[src/rtl/ufm_pkg.sv]
// ufm_pkg: shared definitions for the UFM controller slice.
//   - UFM_DW     : UFM data word width
//   - ufm_op_e   : request operation encodings
//   - ufm_state_e: controller sequencing states
//   - op_is_legal: true for operations that reach the UFM strobes
package ufm_pkg;

    localparam int UFM_DW = 16;

    typedef enum logic [1:0] {
        OP_RD  = 2'b00,
        OP_WR  = 2'b01,
        OP_ER  = 2'b10,
        OP_RSV = 2'b11
    } ufm_op_e;

    typedef enum logic [2:0] {
        RWAIT  = 3'd0,
        IDLE   = 3'd1,
        SETUP  = 3'd2,
        STROBE = 3'd3,
        BLANK  = 3'd4,
        WAIT   = 3'd5,
        DONE   = 3'd6
    } ufm_state_e;

    function automatic logic op_is_legal(input ufm_op_e o);
        return o != OP_RSV;
    endfunction

endpackage

[src/rtl/ufm_if.sv]
// ufm_if: parallel interface of the MAX II UFM block.
//   master modport: controller side (drives address, data in, strobes, oscena)
//   slave  modport: UFM side (drives data out, nbusy, data valid)
//   ADDR_W must match the ADDR_W of the controller it is connected to.
interface ufm_if #(
    parameter int ADDR_W = 9
);
    logic [ADDR_W-1:0]          ufm_addr;
    logic [ufm_pkg::UFM_DW-1:0] ufm_di;
    logic [ufm_pkg::UFM_DW-1:0] ufm_do;
    logic                       ufm_nread;
    logic                       ufm_nwrite;
    logic                       ufm_nerase;
    logic                       ufm_nbusy;
    logic                       ufm_dvalid;
    logic                       ufm_oscena;

    modport master (
        output ufm_addr, ufm_di, ufm_nread, ufm_nwrite, ufm_nerase, ufm_oscena,
        input  ufm_do, ufm_nbusy, ufm_dvalid
    );

    modport slave (
        input  ufm_addr, ufm_di, ufm_nread, ufm_nwrite, ufm_nerase, ufm_oscena,
        output ufm_do, ufm_nbusy, ufm_dvalid
    );
endinterface

[src/rtl/ufm_rr_arb2.sv]
// ufm_rr_arb2: two-way round-robin arbiter.
//   clk, rst : clock, synchronous active-high reset
//   req[1:0] : request per requester
//   take     : the grant is consumed this cycle; remember the winner
//   grant    : one-hot winner (combinational), 00 when nobody requests
// After reset the last winner is requester 1, so requester 0 wins the first tie.
module ufm_rr_arb2 (
    input  logic       clk,
    input  logic       rst,
    input  logic [1:0] req,
    input  logic       take,
    output logic [1:0] grant
);
    logic last_grant_reg;

    always_comb begin
        grant = req;
        if (req == 2'b11) begin
            // Contention: the requester that did not win last time goes first.
            grant = last_grant_reg ? 2'b01 : 2'b10;
        end
    end

    always_ff @(posedge clk) begin
        if (rst) begin
            last_grant_reg <= 1'b1;
        end else if (take && (req != 2'b00)) begin
            last_grant_reg <= grant[1];
        end
    end
endmodule

[src/rtl/ufm_ctrl.sv]
// ufm_ctrl: sequencer and two-port arbiter in front of the UFM parallel port.
//   clk, rst   : clock, synchronous active-high reset
//   req[1:0]   : request per requester, held until ack
//   op[3:0]    : op[2i+1:2i] per requester (read/write/erase/reserved)
//   addr       : word address per requester, addr[ADDR_W*i +: ADDR_W]
//   wdata[31:0]: write data per requester, wdata[16i +: 16]
//   ack[1:0]   : one-cycle completion pulse to the served requester
//   err        : with ack; timeout or reserved op
//   rdata      : read result, updated only by a completed read
//   busy       : controller not in IDLE
//   ufm        : UFM parallel interface (master side)
// A reset does not abort an operation already running inside the UFM, so the
// controller comes out of reset waiting for nbusy before accepting requests.
module ufm_ctrl
    import ufm_pkg::*;
#(
    parameter int ADDR_W     = 9,
    parameter int STROBE_CYC = 4,
    parameter int BLANK_CYC  = 2,
    parameter int TIMEOUT    = 65535
) (
    input  logic                clk,
    input  logic                rst,
    input  logic [1:0]          req,
    input  logic [3:0]          op,
    input  logic [2*ADDR_W-1:0] addr,
    input  logic [31:0]         wdata,
    output logic [1:0]          ack,
    output logic                err,
    output logic [UFM_DW-1:0]   rdata,
    output logic                busy,
    ufm_if.master               ufm
);
    localparam logic [7:0]  STB_LAST = 8'(STROBE_CYC - 1);
    localparam logic [7:0]  BLK_LAST = 8'(BLANK_CYC - 1);
    localparam logic [15:0] TMO_LAST = 16'(TIMEOUT - 1);

    // Per-requester views of the packed request buses.
    ufm_op_e           op_vec    [2];
    logic [ADDR_W-1:0] addr_vec  [2];
    logic [UFM_DW-1:0] wdata_vec [2];

    for (genvar gi = 0; gi < 2; gi++) begin : g_req
        assign op_vec[gi]    = ufm_op_e'(op[2*gi +: 2]);
        assign addr_vec[gi]  = addr[ADDR_W*gi +: ADDR_W];
        assign wdata_vec[gi] = wdata[UFM_DW*gi +: UFM_DW];
    end

    ufm_state_e        state_reg, state_next;
    logic [7:0]        cyc_cnt_reg, cyc_cnt_next;
    logic [15:0]       tmr_reg;
    ufm_op_e           op_lat_reg;
    logic [ADDR_W-1:0] addr_lat_reg;
    logic [UFM_DW-1:0] wdata_lat_reg;
    logic [1:0]        gnt_lat_reg;
    logic [UFM_DW-1:0] rdata_reg;
    logic [1:0]        ack_reg, ack_next;
    logic              err_reg, err_next;
    logic              nread_reg, nwrite_reg, nerase_reg;
    logic              rd_capture;
    logic              arb_take;
    logic              tmr_expired;
    logic [1:0]        grant;
    logic              sel;
    ufm_op_e           sel_op;

    ufm_rr_arb2 u_arb (
        .clk   (clk),
        .rst   (rst),
        .req   (req),
        .take  (arb_take),
        .grant (grant)
    );

    assign sel         = grant[1];
    assign sel_op      = op_vec[sel];
    assign tmr_expired = (tmr_reg == TMO_LAST);

    always_comb begin
        state_next   = state_reg;
        cyc_cnt_next = cyc_cnt_reg;
        ack_next     = 2'b00;
        err_next     = 1'b0;
        rd_capture   = 1'b0;
        arb_take     = 1'b0;
        case (state_reg)
            RWAIT: begin
                if (ufm.ufm_nbusy || tmr_expired) begin
                    state_next = IDLE;
                end
            end
            IDLE: begin
                if (req != 2'b00) begin
                    arb_take = 1'b1;
                    if (op_is_legal(sel_op)) begin
                        state_next = SETUP;
                    end else begin
                        // Reserved op never touches the UFM.
                        state_next = DONE;
                        ack_next   = grant;
                        err_next   = 1'b1;
                    end
                end
            end
            SETUP: begin
                cyc_cnt_next = 8'd0;
                state_next   = STROBE;
            end
            STROBE: begin
                if (cyc_cnt_reg == STB_LAST) begin
                    cyc_cnt_next = 8'd0;
                    state_next   = (BLANK_CYC == 0) ? WAIT : BLANK;
                end else begin
                    cyc_cnt_next = cyc_cnt_reg + 8'd1;
                end
            end
            BLANK: begin
                // nbusy may still read high right after the strobe; ignore it here.
                if (cyc_cnt_reg == BLK_LAST) begin
                    state_next = WAIT;
                end else begin
                    cyc_cnt_next = cyc_cnt_reg + 8'd1;
                end
            end
            WAIT: begin
                if (ufm.ufm_nbusy && ((op_lat_reg != OP_RD) || ufm.ufm_dvalid)) begin
                    state_next = DONE;
                    ack_next   = gnt_lat_reg;
                    rd_capture = (op_lat_reg == OP_RD);
                end else if (tmr_expired) begin
                    state_next = DONE;
                    ack_next   = gnt_lat_reg;
                    err_next   = 1'b1;
                end
            end
            DONE: begin
                state_next = IDLE;
            end
            default: begin
                state_next = RWAIT;
            end
        endcase
    end

    always_ff @(posedge clk) begin
        if (rst) begin
            state_reg     <= RWAIT;
            cyc_cnt_reg   <= 8'd0;
            tmr_reg       <= 16'd0;
            op_lat_reg    <= OP_RD;
            addr_lat_reg  <= '0;
            wdata_lat_reg <= '0;
            gnt_lat_reg   <= 2'b00;
            rdata_reg     <= '0;
            ack_reg       <= 2'b00;
            err_reg       <= 1'b0;
            nread_reg     <= 1'b1;
            nwrite_reg    <= 1'b1;
            nerase_reg    <= 1'b1;
        end else begin
            state_reg   <= state_next;
            cyc_cnt_reg <= cyc_cnt_next;
            // One timer serves both the post-reset wait and the completion wait.
            if ((state_reg == WAIT) || (state_reg == RWAIT)) begin
                tmr_reg <= tmr_reg + 16'd1;
            end else begin
                tmr_reg <= 16'd0;
            end
            if (arb_take) begin
                op_lat_reg    <= sel_op;
                addr_lat_reg  <= addr_vec[sel];
                wdata_lat_reg <= wdata_vec[sel];
                gnt_lat_reg   <= grant;
            end
            if (rd_capture) begin
                rdata_reg <= ufm.ufm_do;
            end
            ack_reg    <= ack_next;
            err_reg    <= err_next;
            // Strobes are registered so they are glitch-free and low exactly
            // while the FSM sits in STROBE; op_lat is stable from SETUP onward.
            nread_reg  <= !((state_next == STROBE) && (op_lat_reg == OP_RD));
            nwrite_reg <= !((state_next == STROBE) && (op_lat_reg == OP_WR));
            nerase_reg <= !((state_next == STROBE) && (op_lat_reg == OP_ER));
        end
    end

    assign ack            = ack_reg;
    assign err            = err_reg;
    assign rdata          = rdata_reg;
    assign busy           = (state_reg != IDLE);
    assign ufm.ufm_addr   = addr_lat_reg;
    assign ufm.ufm_di     = wdata_lat_reg;
    assign ufm.ufm_nread  = nread_reg;
    assign ufm.ufm_nwrite = nwrite_reg;
    assign ufm.ufm_nerase = nerase_reg;
    assign ufm.ufm_oscena = 1'b1;
endmodule
[src/flat_wrapper.sv]
// flat-port wrapper written by rule: the top's interface ports become plain ports
module ufm_ctrl_flat import ufm_pkg::*;
#(
    parameter int ADDR_W     = 9,
    parameter int STROBE_CYC = 4,
    parameter int BLANK_CYC  = 2,
    parameter int TIMEOUT    = 65535
)
  (clk, rst, req, op, addr, wdata, ack, err, rdata, busy, ufm_ufm_addr, ufm_ufm_di, ufm_ufm_nread, ufm_ufm_nwrite, ufm_ufm_nerase, ufm_ufm_oscena, ufm_ufm_do, ufm_ufm_nbusy, ufm_ufm_dvalid);
  ufm_if #(.ADDR_W(ADDR_W)) ufm_i ();
  input  logic clk;
  input  logic rst;
  input  logic [1:0] req;
  input  logic [3:0] op;
  input  logic [2*ADDR_W-1:0] addr;
  input  logic [31:0] wdata;
  output logic [1:0] ack;
  output logic err;
  output logic [UFM_DW-1:0] rdata;
  output logic busy;
  output wire logic [$bits(ufm_i.ufm_addr)-1:0] ufm_ufm_addr;
  output wire logic [$bits(ufm_i.ufm_di)-1:0] ufm_ufm_di;
  output wire logic [$bits(ufm_i.ufm_nread)-1:0] ufm_ufm_nread;
  output wire logic [$bits(ufm_i.ufm_nwrite)-1:0] ufm_ufm_nwrite;
  output wire logic [$bits(ufm_i.ufm_nerase)-1:0] ufm_ufm_nerase;
  output wire logic [$bits(ufm_i.ufm_oscena)-1:0] ufm_ufm_oscena;
  input wire logic [$bits(ufm_i.ufm_do)-1:0] ufm_ufm_do;
  input wire logic [$bits(ufm_i.ufm_nbusy)-1:0] ufm_ufm_nbusy;
  input wire logic [$bits(ufm_i.ufm_dvalid)-1:0] ufm_ufm_dvalid;
  assign ufm_ufm_addr = ufm_i.ufm_addr;
  assign ufm_ufm_di = ufm_i.ufm_di;
  assign ufm_ufm_nread = ufm_i.ufm_nread;
  assign ufm_ufm_nwrite = ufm_i.ufm_nwrite;
  assign ufm_ufm_nerase = ufm_i.ufm_nerase;
  assign ufm_ufm_oscena = ufm_i.ufm_oscena;
  assign ufm_i.ufm_do = ufm_ufm_do;
  assign ufm_i.ufm_nbusy = ufm_ufm_nbusy;
  assign ufm_i.ufm_dvalid = ufm_ufm_dvalid;
  ufm_ctrl #(.ADDR_W(ADDR_W), .STROBE_CYC(STROBE_CYC), .BLANK_CYC(BLANK_CYC), .TIMEOUT(TIMEOUT)) u_core (.clk(clk), .rst(rst), .req(req), .op(op), .addr(addr), .wdata(wdata), .ack(ack), .err(err), .rdata(rdata), .busy(busy), .ufm(ufm_i));
endmodule
[config.mk]
export PLATFORM = sky130hd
export DESIGN_NAME = ufm_ctrl_flat
export DESIGN_NICKNAME = d
export VERILOG_FILES = /design/src/rtl/ufm_pkg.sv /design/src/rtl/ufm_if.sv /design/src/rtl/ufm_rr_arb2.sv /design/src/rtl/ufm_ctrl.sv /design/src/flat_wrapper.sv
export SDC_FILE = /design/constraint.sdc
export NUM_CORES = 1
export LEC_CHECK = 0
export CAP_MARGIN = 20
export CORE_MARGIN = 2
export CORE_UTILIZATION = 40
export CTS_CLUSTER_DIAMETER = 30
export DETAILED_ROUTE_END_ITERATION = 12
export HOLD_SLACK_MARGIN = 0.12
export PLACE_DENSITY = 0.76
export RECOVER_POWER = 25
export REMOVE_ABC_BUFFERS = 1
export SYNTH_ARGS = -nofsm -noshare
export SYNTH_HDL_FRONTEND = slang
export SYNTH_SLANG_ARGS = --single-unit
[constraint.sdc]
create_clock -name clk -period 1.8 [get_ports clk]
set_input_delay 0.27 -clock clk [delete_from_list [all_inputs] [get_ports clk]]
set_output_delay 0.27 -clock clk [all_outputs]
set_load 0.005 [all_outputs]
---- Word-level counts from Yosys, hierarchy flattened ----
Index checks and enable logic that the tools add are counted.
storage, ports and cells
  flip-flop bits (word level) ............. 79
  bits of input ports ..................... 76
  output and inout bits ................... 49
  logic and storage cells ................. 89
cells by class
  add/sub/neg operators ................... 2
  order comparisons ....................... 1
  equal/unequal tests ..................... 16
  multiplexer cells ....................... 36
  bitwise logic cells ..................... 2
  reduce and logical (&&, ||, !) cells .... 18
operator list
  cell                                            count
  two-way mux 16 bit                              3
  two-way mux 9 bit                               3
  case mux 8 bit (3 select lines)                 1
  two-way mux 3 bit                               7
  case mux 3 bit (7 select lines)                 1
  two-way mux 2 bit                               9
  adder 16 x 1 -> 16 bit (second input constant)  1
  == test 16 bit (second input constant)          1
  two-way mux 8 bit                               2
  == test 3 x 2 -> 1 bit (second input constant)  3
  == test 3 bit (second input constant)           3
  adder 8 x 1 -> 8 bit (second input constant)    1
  == test 8 x 1 -> 1 bit (second input constant)  1
  == test 8 x 2 -> 1 bit (second input constant)  1
  two-way mux 1 bit                               8
  logical AND 1 bit                               5
  == test 2 bit (second input constant)           2
  != test 2 bit (second input constant)           2
  case mux 2 bit (2 select lines)                 1
  nonzero test 2 bit                              2
  == test 3 x 1 -> 1 bit (second input constant)  1
  logical NOT 1 bit                               3
  logical NOT 3 bit                               1
  logical OR 1 bit                                3
  10 further kinds                                10

---- Depth between registers and ports, before layout ----
  depth in word-level cells ............... 13
  mapped depth ............................ 8
  gate-level depth less buffers ........... 7

---- Hierarchy ----
A second synthesis with hierarchy kept.
second synthesis, totals
  cell total of the unflattened synthesis .. 396
  area, all modules ....................... 3,684.8 µm²
modules (own cells, without submodules)
  module       instances  cells each  area each (µm²)  seq. area each (µm²)
  ufm_ctrl     1          389         3,623.5          1,561.5
  ufm_rr_arb2  1          7           61.3             20.0

---- Worst setup path after synthesis ----
No wires, ideal clock.
  path kind ............................... flip-flop to flip-flop
  start point ............................. reg u_core.state_reg[2]
  end point ............................... reg u_core.cyc_cnt_reg[7]
  library setup time ...................... 70 ps
  arrival ................................. 1,632 ps
  data required time ...................... 1,730 ps
  path slack .............................. 98 ps
  stages on the path, launching flop included .. 7
  path buffers ............................ 1
  clock period less this slack ............ 1,702 ps
  path through ............................ dfxtp_1 -> buf_6 -> or3b_4 -> a31oi_4 -> o21ai_2 -> or4_1 -> a21oi_1
on the way
  cells in the longest elaborated chain, start to end .. 3
  elaborated cells between the ends (all ways) .. 7
  those cells by class .................... eq/ne: 4; mux: 1; reduce/logical: 2
RTL lines
  item                                                                         RTL line         source
  start: declaration                                                           ufm_ctrl.sv:49   ufm_state_e state_reg, state_next;
  start signal: assignment                                                     ufm_ctrl.sv:161  state_reg <= state_next;
  == test 3 bit / == test 3 x 2 -> 1 bit (equally long branches)               ufm_ctrl.sv:86   case (state_reg)
  != test 2 bit (no source line) / nonzero test 3 bit (equally long branches)  -
  AND reduction 2 bit (no source line)                                         -
  end signal: assignment                                                       ufm_ctrl.sv:162  cyc_cnt_reg <= cyc_cnt_next;
  end: declaration                                                             ufm_ctrl.sv:50   logic [7:0] cyc_cnt_reg, cyc_cnt_next;
Several ways; a longest one is shown, not always the timed one.
A chain may end at the register's enable or synchronous reset.

---- Final worst setup path ----
Same ends and word-level chain as after synthesis.

==> qor.txt <==
CTS sink count = 79
Tcrit/Tclk final = 0.949
Most frequent cells in the layout = 106 x clkdlybuf4s50_1, 77 x dfxtp_1, 54 x nor2_1
Footprint of the multi-input gates = 0.00177 mm2
Sw Pwr = 1.22 mW
Maximum VDD drop = 0.000569 V
H-tree levels = 3
Crit start category = flop
First-pass GRT wire length = 14600 um
Comb power frac = 0.228
Wire per inst = 13.4 um
RSZ-0062 raised after global routing = false
GRT Util Overall = 0.186
Clk network pwr share = 0.314
Row Count = 34
Syn_area_per_cell = 8.85 um2
Largest net degree at the start of global routing = 43
Commonest non-fill, non-tap cell in the layout = clkdlybuf4s50_1
Die Y = 97.4 um
Number of synthesized register bits = 79
Pwr per Cell Area = 829 mW/mm2
Vias per std cell = 5.07
Share of power burned in registers = 0.458
Syn Inst Count = 394
Clock tree from TritonCTS = built
CTS max path bufs = 2
Final hold violation count = 0
Initial antenna violation count = 0
Crit path DAT = 1.99 ns
IO Port Bufs = 123
Relative slew slack = 0.515
Top FF cell, synth = dfxtp_1
Clock skew = 0.00852 ns
Max Cap Viol = 0
Die area = 0.00948 mm2
Mapped Area = 0.00349 mm2
Final min period = 1.71 ns
Internal power = 3.10 mW
Hold WC Path Type = input pin to flop
Register area share after synthesis = 0.454
Final worst slack = 0.0911 ns
Initial core utilization = 0.406
Max-slew violations = 0
Final setup violation count = 0
Place WS = -0.152 ns
Global route hottest layer = met2
Warnings, synthesis = 0
Final-stage net count = 615
Initial drt markers = 96
Fraction of layout cells with a size suffix above 1 = 0.113
Worst endpoint required time = 2.08 ns
Post-DRT Antenna Nets = 0
Critical path's largest stage delay = 0.41 ns
Critical path's slowest cell = or4_1
RePlAce Congestion = 0.808
Synth top area cells = dfxtp_1 45%, mux2i_1 7.8%, a211oi_1 6.2%, nor2_1 6.0%, nand2_1 4.5%
Hold Buf Count CTS = 0
Met2 usage = 0.332
Dominant cell type by area after synthesis = dfxtp_1
GR Util met3 = 0.0518
Register cell area after layout = 0.00158 mm2
Worst skew pair latency = 0.35 ns
Setup Crit Path Kind = flop to flop
FFs w/ async S/R, synth = 0
Clk slew on worst S/H paths = 0.08 ns
Drt drc = 0
EDFF count, synth = 0
Cts bufs inserted = 9
Crit path cell chain = or3b_4 -> a31oi_4 -> o21ai_2 -> or4_1 -> a21oi_1
Synthesis-to-layout area growth = 49.5%
FILL cells = 734
Ports = 125
Tightest Pin Transition = 0.728 ns
Ant. Diodes = 0
Core area = 0.00859 mm2
Post-synthesis cell type count = 47
Sw frac = 0.282
Critical path peak fanout = 8
Met1 Resource Use GR = 0.208
HPWL Detailed = 6500 um
Pwr Total = 4.32 mW
CTS Root Cell = clkbuf_8
Crit end category = flop
Leakage = 1.90 nW
Vias in the first global route = 3327
Post-synth top area share = 0.454
Layout Utilization = 0.607
Gr ovfl total = 0
Vias = 3287
Status = complete, no violations
Fmax = 0.585 GHz
Initial DRT Pass Iterations = 4
DIE WIDTH = 97.4 um
WL final = 8700 um
## final cells by class
cell class / count / share of cell area
multi-input cells: 283 / 0.340
flip-flops and latches: 79 / 0.304
repair buffers: 154 / 0.285
well taps: 108 / 0.0259
clock buffers: 9 / 0.0238
clock inverters: 7 / 0.0154
inverters: 8 / 0.00576
## what timing repair did
| item | in CTS | in global routing |
|---|---|---|
| pin swaps | 1 | 1 |
| buffers inserted | 1 | 0 |
| setup endpoints to repair | 4 | 17 |
| cloned | 0 | 0 |
| resized for setup | 2 | 6 |
## worst max-delay path, delay by kind of cell, from the launching register on
kind / cells / cell delay [ns]
AO/OA/AOI/OAI: 3 / 0.43
flip-flops: 1 / 0.40
AND/OR/NAND/NOR: 2 / 0.81
## path summary, 6_finish.rpt
check	depth (start not counted)	startpoint	slack, ns	end
hold reg to reg	2	u_core.rdata[1]	0.45	u_core.rdata[1]
setup reg to reg	5	u_core.state_reg[2]	0.09	u_core.cyc_cnt_reg[7]
setup / recovery	5	u_core.state_reg[2]	0.09	u_core.cyc_cnt_reg[7]
hold / removal	2	rst	0.22	u_core.cyc_cnt_reg[0]
## logic make-up after synthesis
logic type | after synthesis | synth area share
simple gates | 148 | 0.205
mux | 27 | 0.0775
buf+inv | 32 | 0.0438
flops | 79 | 0.454
fa+ha+maj | 4 | 0.0144
xor+xnor | 13 | 0.0327
other cells | 1 | 0.00108
compound gates | 90 | 0.172
## metrics by stage
stage               setup TNS, ns  instance area [um2]  instances  hold WS, ns
floorplan                  -44.25                 3360        370        0.339
global placement           -0.311                 5010        631        0.429
detailed placement         -0.509                 5010        631        0.437
CTS                             0                 5220        648        0.211
global route                    0                 5210        648        0.210
finish                          0                 5210        648        0.217
## synthesized netlist by cell type (4+ instances only)
cell type,n
o21ai_0,12
a21oi_1,28
dfxtp_1,79
xor2_1,12
buf_2,8
or3_1,6
a211oi_1,29
nand4_1,11
nand2_1,42
and2_1,4
mux2i_1,27
and4_1,6
ha_1,4
inv_1,8
clkbuf_1,10
nor2_1,56
nand3_1,10
## power by group through the flow
stage,registers (mW),clock network [mW],logic [mW]
final,1.98,1.36,0.985
after global routing,2.00,1.47,1.09
after CTS,1.98,1.40,1.01
after detailed placement,2.02,0,0.998
after global placement,2.01,0,0.981
after floorplan,2.02,0,0.407
## metal layers
layer  up-vias  share of wire
met3        15          0.061
met2        96           0.49
met5         -              0
met4         0          0.022
li1       1679              -
met1      1497           0.43
Note: power is estimated with default switching activity, not from simulation.
